## src/rtl/vector_reverse_pkg.sv

```systemverilog
// vector_reverse_pkg: shared FSM state type and mode encodings for vector_reverse_seq.
package vector_reverse_pkg;
    typedef enum logic [1:0] {IDLE, SHIFT, HOLD} state_t;
    localparam logic MODE_PASS = 1'b0;
    localparam logic MODE_REV  = 1'b1;
endpackage

```

## src/rtl/vr_elem_shifter.sv

```systemverilog
// vr_elem_shifter: src/dst element shift pair that moves one GRP-bit element per enabled cycle.
// Ports: clk, rst (sync, active-high), load (capture data, clear dst), data (word in),
//        shift (advance one element), dst_next (dst value after the next shift).
module vr_elem_shifter #(
    parameter int WIDTH = 5,
    parameter int GRP   = 1
) (
    input  logic             clk,
    input  logic             rst,
    input  logic             load,
    input  logic [WIDTH-1:0] data,
    input  logic             shift,
    output logic [WIDTH-1:0] dst_next
);
    logic [WIDTH-1:0] src, dst;
    // The lowest element of src enters dst at the bottom, so the first element
    // shifted ends up at the top after NELEM shifts.
    assign dst_next = (dst << GRP) | WIDTH'(src[GRP-1:0]);
    always_ff @(posedge clk) begin
        if (rst) begin
            src <= '0;
            dst <= '0;
        end else if (load) begin
            src <= data;
            dst <= '0;
        end else if (shift) begin
            src <= src >> GRP;
            dst <= dst_next;
        end
    end
endmodule

```

## src/rtl/vector_reverse_seq.sv

```systemverilog
// vector_reverse_seq: sequential GRP-element reverser with pass/reverse mode and valid/ready output.
// Ports: clk, rst (sync, active-high), load/in/mode (input word, accepted when in_ready),
//        in_ready, out/out_valid/out_ready (held result handshake), busy (shifting).
module vector_reverse_seq
    import vector_reverse_pkg::*;
#(
    parameter int WIDTH = 5,
    parameter int GRP   = 1
) (
    input  logic             clk,
    input  logic             rst,
    input  logic             load,
    input  logic [WIDTH-1:0] in,
    input  logic             mode,
    output logic             in_ready,
    output logic [WIDTH-1:0] out,
    output logic             out_valid,
    input  logic             out_ready,
    output logic             busy
);
    localparam int NELEM = WIDTH / GRP;
    localparam int CW    = $clog2(NELEM + 1);

    if (WIDTH % GRP != 0 || WIDTH < 2 * GRP) begin : g_bad_params
        $error("vector_reverse_seq: WIDTH must be a multiple of GRP and at least 2*GRP");
    end

    state_t           state;
    logic [CW-1:0]    cnt;
    logic [WIDTH-1:0] dst_next;

    vr_elem_shifter #(.WIDTH(WIDTH), .GRP(GRP)) u_shifter (
        .clk      (clk),
        .rst      (rst),
        .load     (state == IDLE && load),
        .data     (in),
        .shift    (state == SHIFT),
        .dst_next (dst_next)
    );

    assign in_ready  = state == IDLE;
    assign busy      = state == SHIFT;
    assign out_valid = state == HOLD;

    always_ff @(posedge clk) begin
        if (rst) begin
            state <= IDLE;
            cnt   <= '0;
            out   <= '0;
        end else begin
            case (state)
                IDLE: if (load) begin
                    cnt   <= '0;
                    state <= mode == MODE_REV ? SHIFT : HOLD;
                    if (mode == MODE_PASS) out <= in;
                end
                SHIFT: begin
                    cnt <= cnt + 1'b1;
                    // Last shift: take the combinational next-dst so the result
                    // is ready in HOLD without an extra cycle.
                    if (cnt == CW'(NELEM - 1)) begin
                        out   <= dst_next;
                        state <= HOLD;
                    end
                end
                HOLD: if (out_ready) state <= IDLE;
                default: state <= IDLE;
            endcase
        end
    end
endmodule

```

## config.mk

```make
export PLATFORM = sky130hd
export DESIGN_NAME = vector_reverse_seq
export DESIGN_NICKNAME = d
export VERILOG_FILES = /design/src/rtl/vector_reverse_pkg.sv /design/src/rtl/vr_elem_shifter.sv /design/src/rtl/vector_reverse_seq.sv
export SDC_FILE = /design/constraint.sdc
export NUM_CORES = 1
export LEC_CHECK = 0
export CELL_PAD_IN_SITES_DETAIL_PLACEMENT = 1
export CELL_PAD_IN_SITES_GLOBAL_PLACEMENT = 1
export CORE_UTILIZATION = 44
export CTS_CLUSTER_DIAMETER = 120
export DETAILED_ROUTE_END_ITERATION = 10
export DONT_BUFFER_PORTS = 1
export GPL_TIMING_DRIVEN = 0
export HOLD_SLACK_MARGIN = 0.05
export PLACE_DENSITY = 0.72
export SETUP_SLACK_MARGIN = 0.5
export SKIP_CTS_REPAIR_TIMING = 1
export SYNTH_ARGS = -nofsm -noshare
export SYNTH_HDL_FRONTEND = slang
export SYNTH_SLANG_ARGS = --single-unit
```

## constraint.sdc

```tcl
create_clock -name clk -period 1.8 [get_ports clk]
set_input_delay 0.45 -clock clk [delete_from_list [all_inputs] [get_ports clk]]
set_output_delay 0.45 -clock clk [all_outputs]
set_load 0.05 [all_outputs]
```

==> impl_metrics.json, run 1 <==
{
  "cp-end-kind": "output port",
  "io_pins": 18,
  "grt_overflow": 0,
  "netlist_area_sq_um": 882,
  "diodes": 0,
  "vias_per_cell": 5.79,
  "num_rows": 15,
  "grt_max_degree": 11,
  "rsz0062_at_grt": "yes",
  "slew_headroom_pct": 64.6,
  "min_path_type": "in -> reg",
  "synth_seq_area_share_pct": 43.1,
  "drv_slew": 0,
  "cp-startpoint": "state[0]",
  "drt-total-wl_um": 2270,
  "cap_violations": 0,
  "h-tree-depth": 1,
  "p_leak_nw": 0.387,
  "synth.distinct_cells": 27,
  "drive_gt1_share_pct": 30.6,
  "root_buffer": "clkbuf_4",
  "final.fill_count": 230,
  "worstPathArrival_ns": 1.20,
  "cts.sink_count": 19,
  "min_period_ns": 1.65,
  "grt_pass1_vias": 724,
  "gp_congestion": 0.723,
  "nets": 121,
  "tns_ns": 0,
  "port_buffers": 0,
  "area_delta_synth_final_pct": 20.1,
  "worst_slew_pin_slew_ns": 0.529,
  "cts.reportedPaths.clkPinSlew_ns": 0.11,
  "worstPathMaxFanout": 8,
  "hold_end": "state[1]",
  "grt_use_total_pct": 22.3,
  "hp-start": "out_ready",
  "antenna_left": 0,
  "die-area_sq_um": 2190,
  "cp.required_ns": 1.35,
  "outcome": "complete, no violations",
  "min_path_cells": 2,
  "drc_errors": 0,
  "rr_worst_depth": 5,
  "holdWs_ns": 0.341,
  "r2r_end": "out[0]",
  "numCtsBuffers": 3,
  "wl_per_cell_um": 17.0,
  "die_h_um": 46.8,
  "timing.fmax_mhz": 605,
  "antenna_found_initial": 0,
  "hold_viol": 0,
  "dp_hpwl_um": 1550,
  "drt_first_pass_iters": 3,
  "fp.coreArea_sq_um": 1800,
  "synth-seq-cells": 19,
  "powerDensity_nw_per_um2": 849,
  "clock_latency_ns": 0.30,
  "dr_total_vias": 770,
  "avgSynthCellArea_sq_um": 8.91,
  "yosysWarningCount": 0,
  "fin_skew_ns": 0.00887,
  "cts_buffer_depth": 2,
  "setup_viol": 0,
  "fp.dieW_um": 46.8,
  "syn_inst": 99,
  "tritoncts": "done",
  "grt_pass1_wl_um": 3330,
  "reg2reg_slack_ns": 0.27,
  "path_class": "reg -> out",
  "reg2reg_from": "state[0]",
  "start_kind": "register",
  "period_share_pct": 91.8,
  "ir_drop_v": 0.000452,
  "synth_fp_nets": 111,
  "drt-initial-drc-count": 5,
  "start_util_pct": 49.0
}
==> report_power, final <==
part / switching [mW] / internal, mW
Clock: 0.133 / 0.0864
Combinational: 0.104 / 0.0831
Sequential: 0.0449 / 0.448
Total: 0.282 / 0.618
==> worst max-delay path, stage by stage, from the launching register on <==
cell	delay [ns]
dfxtp_2	0.34
buf_8	0.13
buf_8	0.13
nor2_4	0.30
==> metal layers <==
| layer | vias up | global-route usage [%] | part of all wire [%] |
|---|---|---|---|
| met5 | - | 0 | 0 |
| met4 | 0 | 10.3 | 1.6 |
| met3 | 5 | 5.38 | 4.3 |
| met2 | 15 | 35.6 | 48 |
| met1 | 370 | 28.6 | 46 |
| li1 | 380 | - | - |
==> cells by family after synthesis <==
family	count (synthesis)	share of synthesized area, %
AO/OA/AOI/OAI	25	19.3
adder cells (fa/ha/maj)	2	2.84
buffers and inverters	16	8.23
flip-flops	19	43.1
multiplexers	5	6.38
AND/OR/NAND/NOR	32	20.1
==> worst max path at each step <==
stage                     end  slack [ns]  cells past startpoint
floorplan              out[1]        0.44                      4
global placement       out[4]        0.33                      5
detailed placement     out[4]        0.33                      5
CTS                 out_valid        0.08                      2
global route         in_ready        0.11                      3
finish               in_ready        0.15                      3
==> sequential cells by signal, summed over array words and instances, names as in the netlist <==
signal and cells:
cnt 3, out 5, state 2, u_shifter.dst 4
u_shifter.src 5
==> metrics by stage <==
step                      utilization, %  area (sq um)  total power, mW  instances  setup slack (ns)
after CTS                           54.0           972            0.874        128            0.0756
final                               58.8          1060            0.900        133             0.147
after global placement              52.5           946            0.650        124             0.333
after global routing                58.8          1060            0.943        133             0.112
after floorplan                        -           915            0.627         99             0.444
after detailed placement            52.5           946            0.656        124             0.327
==> cell usage after synthesis <==
library cell | number | area (sq um)
nor3_1 | 11 | 55.1
nand2b_1 | 2 | 12.5
and4b_1 | 1 | 10.0
mux2_2 | 5 | 56.3
nor2b_1 | 2 | 12.5
buf_2 | 4 | 20.0
a31oi_1 | 3 | 18.8
buf_1 | 1 | 3.75
a21boi_0 | 1 | 7.51
a221oi_1 | 4 | 35.0
clkbuf_1 | 2 | 7.51
nand2_1 | 3 | 11.3
nand3b_1 | 1 | 7.51
inv_1 | 8 | 30.0
ha_1 | 2 | 25.0
o21bai_1 | 1 | 7.51
buf_6 | 1 | 11.3
or4b_1 | 1 | 10.0
nor4b_2 | 1 | 15.0
nand4b_1 | 1 | 8.76
dfxtp_1 | 19 | 380
a32oi_1 | 1 | 8.76
nand3_1 | 1 | 5.00
nor2_1 | 8 | 30.0
a22oi_1 | 5 | 37.5
o22ai_1 | 4 | 25.0
a21oi_1 | 6 | 30.0
==> layout by cell type (no fill, tap or decap), types with 4 or more instances in the layout <==
cell type,count
nor3_1,11
nor2_1,7
a21oi_1,5
dfxtp_1,13
dfxtp_2,6
buf_4,6
inv_1,8
a22oi_1,5
mux2_2,5
o22ai_1,4
==> layout make-up <==
class | instances | area (sq um) | area share (%)
clock buffer | 4 | 26.3 | 2.48
tap | 25 | 31.3 | 2.95
buffer | 8 | 78.8 | 7.44
inverter | 8 | 30.0 | 2.83
multi-input combinational | 64 | 468 | 44.2
timing repair buffer | 5 | 37.5 | 3.54
sequential | 19 | 388 | 36.6
Power figures use the tool's default switching activity.
==> run 2, diff against run 1 <==
==> constraint.sdc (replaced) <==
create_clock -name clk -period 1.8 [get_ports clk]
set_input_delay 0.45 -clock clk [delete_from_list [all_inputs] [get_ports clk]]
set_output_delay 0.45 -clock clk [all_outputs]
set_load 0.02 [all_outputs]
==> run 2 against run 1 <==
Effect of this change: sequential share of layout area shrank 0.72 points; non-clock buffer count up 1; first-iteration DRC count is 140% higher; design area increased by 0.35%; largest power group unchanged.
==> impl_metrics.json, run 2 (synthesized netlist as in run 1, its figures left out) <==
{
  "outcome": "complete, no violations",
  "crit_end": "busy",
  "ir_drop_v": 0.000453,
  "powerDensity_nw_per_um2": 807,
  "holdWs_ns": 0.320,
  "antenna_left": 0,
  "grt_use_total_pct": 23.4,
  "die-area_sq_um": 2190,
  "fp.coreArea_sq_um": 1800,
  "num_rows": 15,
  "reg2reg_slack_ns": 0.34,
  "cap_violations": 0,
  "cp.depth": 3,
  "drt_first_pass_iters": 4,
  "grt_pass1_vias": 771,
  "wl_per_cell_um": 16.7,
  "io_pins": 18,
  "nets": 122,
  "period_share_pct": 85.4,
  "cp_num_buf_inv": 2,
  "reg2reg_from": "state[1]",
  "grt_overflow": 0,
  "largestRegisters": "out x5, u_shifter.src x5, u_shifter.dst x4",
  "fin_skew_ns": 0.00702,
  "path_cells": "buf_6, nor2b_4, buf_6",
  "cts.sink_count": 19,
  "path_class": "reg -> out",
  "vias_per_cell": 5.77,
  "slew_headroom_pct": 58.0,
  "worstPathArrival_ns": 1.09,
  "tns_ns": 0,
  "slowest_delay_ns": 0.34,
  "crit_family": "flip-flops",
  "drc_errors": 0,
  "gp_congestion": 0.718,
  "start_util_pct": 49.0,
  "rr_worst_depth": 4,
  "crit_top_cell": "buf_6",
  "drt-total-wl_um": 2240,
  "cts_buffer_depth": 2,
  "drv_slew": 0,
  "cp.required_ns": 1.35,
  "post_dp_cell_area_sq_um": 931,
  "dp_hpwl_um": 1500,
  "timing.fmax_mhz": 651,
  "start_kind": "register",
  "grt_pass1_wl_um": 3540,
  "hold_viol": 0,
  "worstPathMaxFanout": 8,
  "min_path_type": "in -> reg",
  "cp-startpoint": "state[0]",
  "h-tree-depth": 1,
  "p_total_mw": 0.858,
  "fp.dieW_um": 46.8,
  "min_path_cells": 2,
  "grt_max_degree": 11,
  "tritoncts": "done",
  "slowest_stage": "dfxtp_2",
  "root_buffer": "clkbuf_4",
  "final_cell_mix": "dfxtp_1, nor3_1, inv_1, buf_4, nor2_1",
  "clock_latency_ns": 0.30,
  "p_leak_nw": 0.392,
  "stdcell_area_sq_um": 1060,
  "final_common_cell": "dfxtp_1",
  "antenna_found_initial": 0,
  "min_period_ns": 1.54,
  "worst_slew_pin_slew_ns": 0.628,
  "numCtsBuffers": 3,
  "rsz0062_at_grt": "yes",
  "cp-end-kind": "output port",
  "drt-initial-drc-count": 12,
  "area_delta_synth_final_pct": 20.6,
  "dr_total_vias": 773,
  "setup_viol": 0,
  "r2r_end": "out[3]",
  "cts.reportedPaths.clkPinSlew_ns": 0.11,
  "drive_gt1_share_pct": 28.4,
  "die_h_um": 46.8,
  "port_buffers": 0,
  "diodes": 0
}
-- run 2: cell count changes in the layout (fill, tap and decap cells not counted), moves of 2 or more --
cell / before / now
dfxtp_2: 6 / 1
a21oi_1: 5 / 3
a21oi_2: 1 / 3
dfxtp_1: 13 / 18
-- run 2: through the flow --
step	setup slack (ns)	std cells	util [%]
finish	0.263	134	59.0
global route	0.217	134	59.0
CTS	0.0440	128	53.1
detailed placement	0.306	124	51.7
global placement	0.338	124	51.7
floorplan	0.460	99	-
-- run 2: where the power goes --
| group | total [mW] | switching [mW] | internal, mW | leakage (nW) |
|---|---|---|---|---|
| clock network | 0.216 | 0.129 | 0.0864 | 0.0150 |
| registers | 0.471 | 0.0254 | 0.446 | 0.156 |
| logic | 0.171 | 0.0887 | 0.0819 | 0.221 |
| total | 0.858 | 0.244 | 0.614 | 0.392 |
-- run 2: worst min path at each step --
stage | from | end
after floorplan | u_shifter.src[1] | u_shifter.src[1]
after global routing | out_ready | state[1]
after global placement | cnt[0] | cnt[0]
after detailed placement | u_shifter.src[3] | u_shifter.src[3]
final | load | u_shifter.src[4]
after CTS | load | u_shifter.src[4]
-- run 2: layout make-up --
cell class / count / area [sq um]
fill: 208 / 738
multi-input combinational: 64 / 473
sequential: 19 / 382
buffer: 8 / 76.3
timing repair buffer: 6 / 45.0
tap: 25 / 31.3
inverter: 8 / 30.0
clock buffer: 4 / 26.3
-- run 2: routing by layer --
metal | track usage, % | wire (um) | up-vias
met3 | 7.69 | 134 | 2
met2 | 37.5 | 1080 | 18
met5 | 0 | 0 | -
li1 | - | - | 379
met1 | 30.3 | 1010 | 374
met4 | 6.86 | 15 | 0
==> run 3, diff against run 2 <==
Settings changed: PLACE_DENSITY 0.72 to 0.82.
==> run 3 against run 2 <==
Effect of this change: register-to-register slack about the same; global-route usage increased by 0.061 points; maximum frequency about the same; worst hold slack improved by 0.048 ns; utilization increased by 0.56 points; design area increased by 0.94%; via count increased by 0.39%; sequential power increased by 0.8%; highest routed layer unchanged; setup slack about the same; combinational power increased by 3%; sequential cell count unchanged.
==> impl_metrics.json, run 3 (synthesized netlist as in run 1, its figures left out) <==
{
  "nets": 121,
  "min_path_type": "in -> reg",
  "r2r_end": "out[3]",
  "die-area_sq_um": 2190,
  "reg2reg_from": "state[0]",
  "min_path_cells": 2,
  "port_buffers": 0,
  "use_met1_pct": 31.8,
  "cts.reportedPaths.clkPinSlew_ns": 0.11,
  "ir_drop_v": 0.000424,
  "wl_per_cell_um": 19.2,
  "drt-initial-drc-count": 12,
  "use_met3_pct": 7.31,
  "stdcell_area_sq_um": 1070,
  "setup_ws_ns": 0.263,
  "worstPathArrival_ns": 1.09,
  "hold_end": "state[1]",
  "powerDensity_nw_per_um2": 807,
  "p_leak_nw": 0.386,
  "grtUsageMet2_pct": 35.3,
  "crit_top_cell": "buf_6",
  "grt_pass1_wl_um": 3550,
  "fp.coreArea_sq_um": 1800,
  "cp-end-kind": "output port",
  "reg2reg_slack_ns": 0.33,
  "cap_violations": 0,
  "start_kind": "register",
  "post_dp_cell_area_sq_um": 931,
  "path_class": "reg -> out",
  "grt_max_degree": 11,
  "fp.dieW_um": 46.8,
  "largestRegisters": "out x5, u_shifter.src x5, u_shifter.dst x4",
  "hp-start": "out_ready",
  "worstPathMaxFanout": 7,
  "dr_total_vias": 776,
  "diodes": 0,
  "post-route-util_pct": 59.6,
  "final_cells": 133,
  "tritoncts": "done",
  "area_delta_synth_final_pct": 21.7,
  "gp_congestion": 0.795,
  "min_period_ns": 1.54,
  "final_cell_mix": "dfxtp_1, nor3_1, inv_1, nor2_1",
  "dp.cells": 124,
  "drive_gt1_share_pct": 29.6,
  "antenna_left": 0,
  "numCtsBuffers": 3,
  "grt_pass1_vias": 745,
  "worst_slew_pin_slew_ns": 0.548,
  "fin_skew_ns": 0.00406,
  "io_pins": 18,
  "h-tree-depth": 1,
  "drt_first_pass_iters": 4,
  "final.fill_count": 211,
  "place_ws_ns": 0.307,
  "cts.sink_count": 19,
  "drt-total-wl_um": 2560,
  "start_util_pct": 49.0,
  "drc_errors": 0,
  "path_cells": "buf_6, nor2b_4, buf_6",
  "cp.required_ns": 1.35,
  "antenna_found_initial": 0,
  "slowest_stage": "dfxtp_2",
  "setup_viol": 0,
  "hold_viol": 0,
  "rsz0062_at_grt": "yes",
  "period_share_pct": 85.4,
  "cts_buffer_depth": 2,
  "dp_hpwl_um": 1650,
  "grt_use_total_pct": 23.5,
  "grt_overflow": 0,
  "num_rows": 15,
  "clock_latency_ns": 0.29,
  "drv_slew": 0,
  "root_buffer": "clkbuf_4",
  "slowest_delay_ns": 0.36,
  "final_common_cell": "dfxtp_1",
  "rr_worst_depth": 5,
  "slew_headroom_pct": 63.4,
  "die_h_um": 46.8,
  "multi_input_area_sq_um": 483,
  "outcome": "complete, no violations",
  "regArea_sq_um": 382,
  "tns_ns": 0,
  "timing.fmax_mhz": 651,
  "vias_per_cell": 5.83,
  "busiest_layer": "met2"
}
==> run 3: cell types whose count changed in the layout (fill, tap and decap cells not counted), sizes merged <==
cell	delta
buf	-1
==> run 3: per-layer routing <==
metal	vias up	wire length (um)
met2	18	1280
met3	4	125
li1	375	-
met5	-	0
met1	379	1120
met4	0	29
==> run 3: layout make-up <==
type | instances | area share [%]
multi-input cells | 64 | 45.0
inverters | 8 | 2.80
repair buffers | 5 | 4.31
flip-flops and latches | 19 | 35.5
plain buffers | 8 | 6.99
clock buffers | 4 | 2.45
well taps | 25 | 2.91
==> run 3: worst max path at each step <==
| stage | start | depth (start not counted) | end |
|---|---|---|---|
| 5_1_grt | state[0] | 3 | busy |
| 4_1_cts | state[1] | 2 | out_valid |
| 3_5_place_dp | state[0] | 5 | out[3] |
| 6_report | state[0] | 3 | busy |
| 2_1_floorplan | mode | 4 | out[0] |
| 3_3_place_gp | rst | 3 | u_shifter.dst[2] |
==> run 3: where the power goes <==
part,total (mW),switching (mW),internal (mW)
sequential,0.475,0.0285,0.446
combinational,0.176,0.0957,0.0804
clock,0.215,0.129,0.0862
total,0.866,0.253,0.613
==> run 3: stage by stage <==
stage / hold WS [ns] / power, mW
2_1_floorplan: 0.447 / 0.590
3_3_place_gp: 0.458 / 0.612
3_5_place_dp: 0.465 / 0.620
4_1_cts: 0.349 / 0.830
5_1_grt: 0.369 / 0.908
6_report: 0.368 / 0.866
==> run 3: critical path, delay by kind of cell (launching register included) <==
family        cells  cell delay [ns]
buf+inv           2             0.28
flops             1             0.36
simple gates      1             0.15
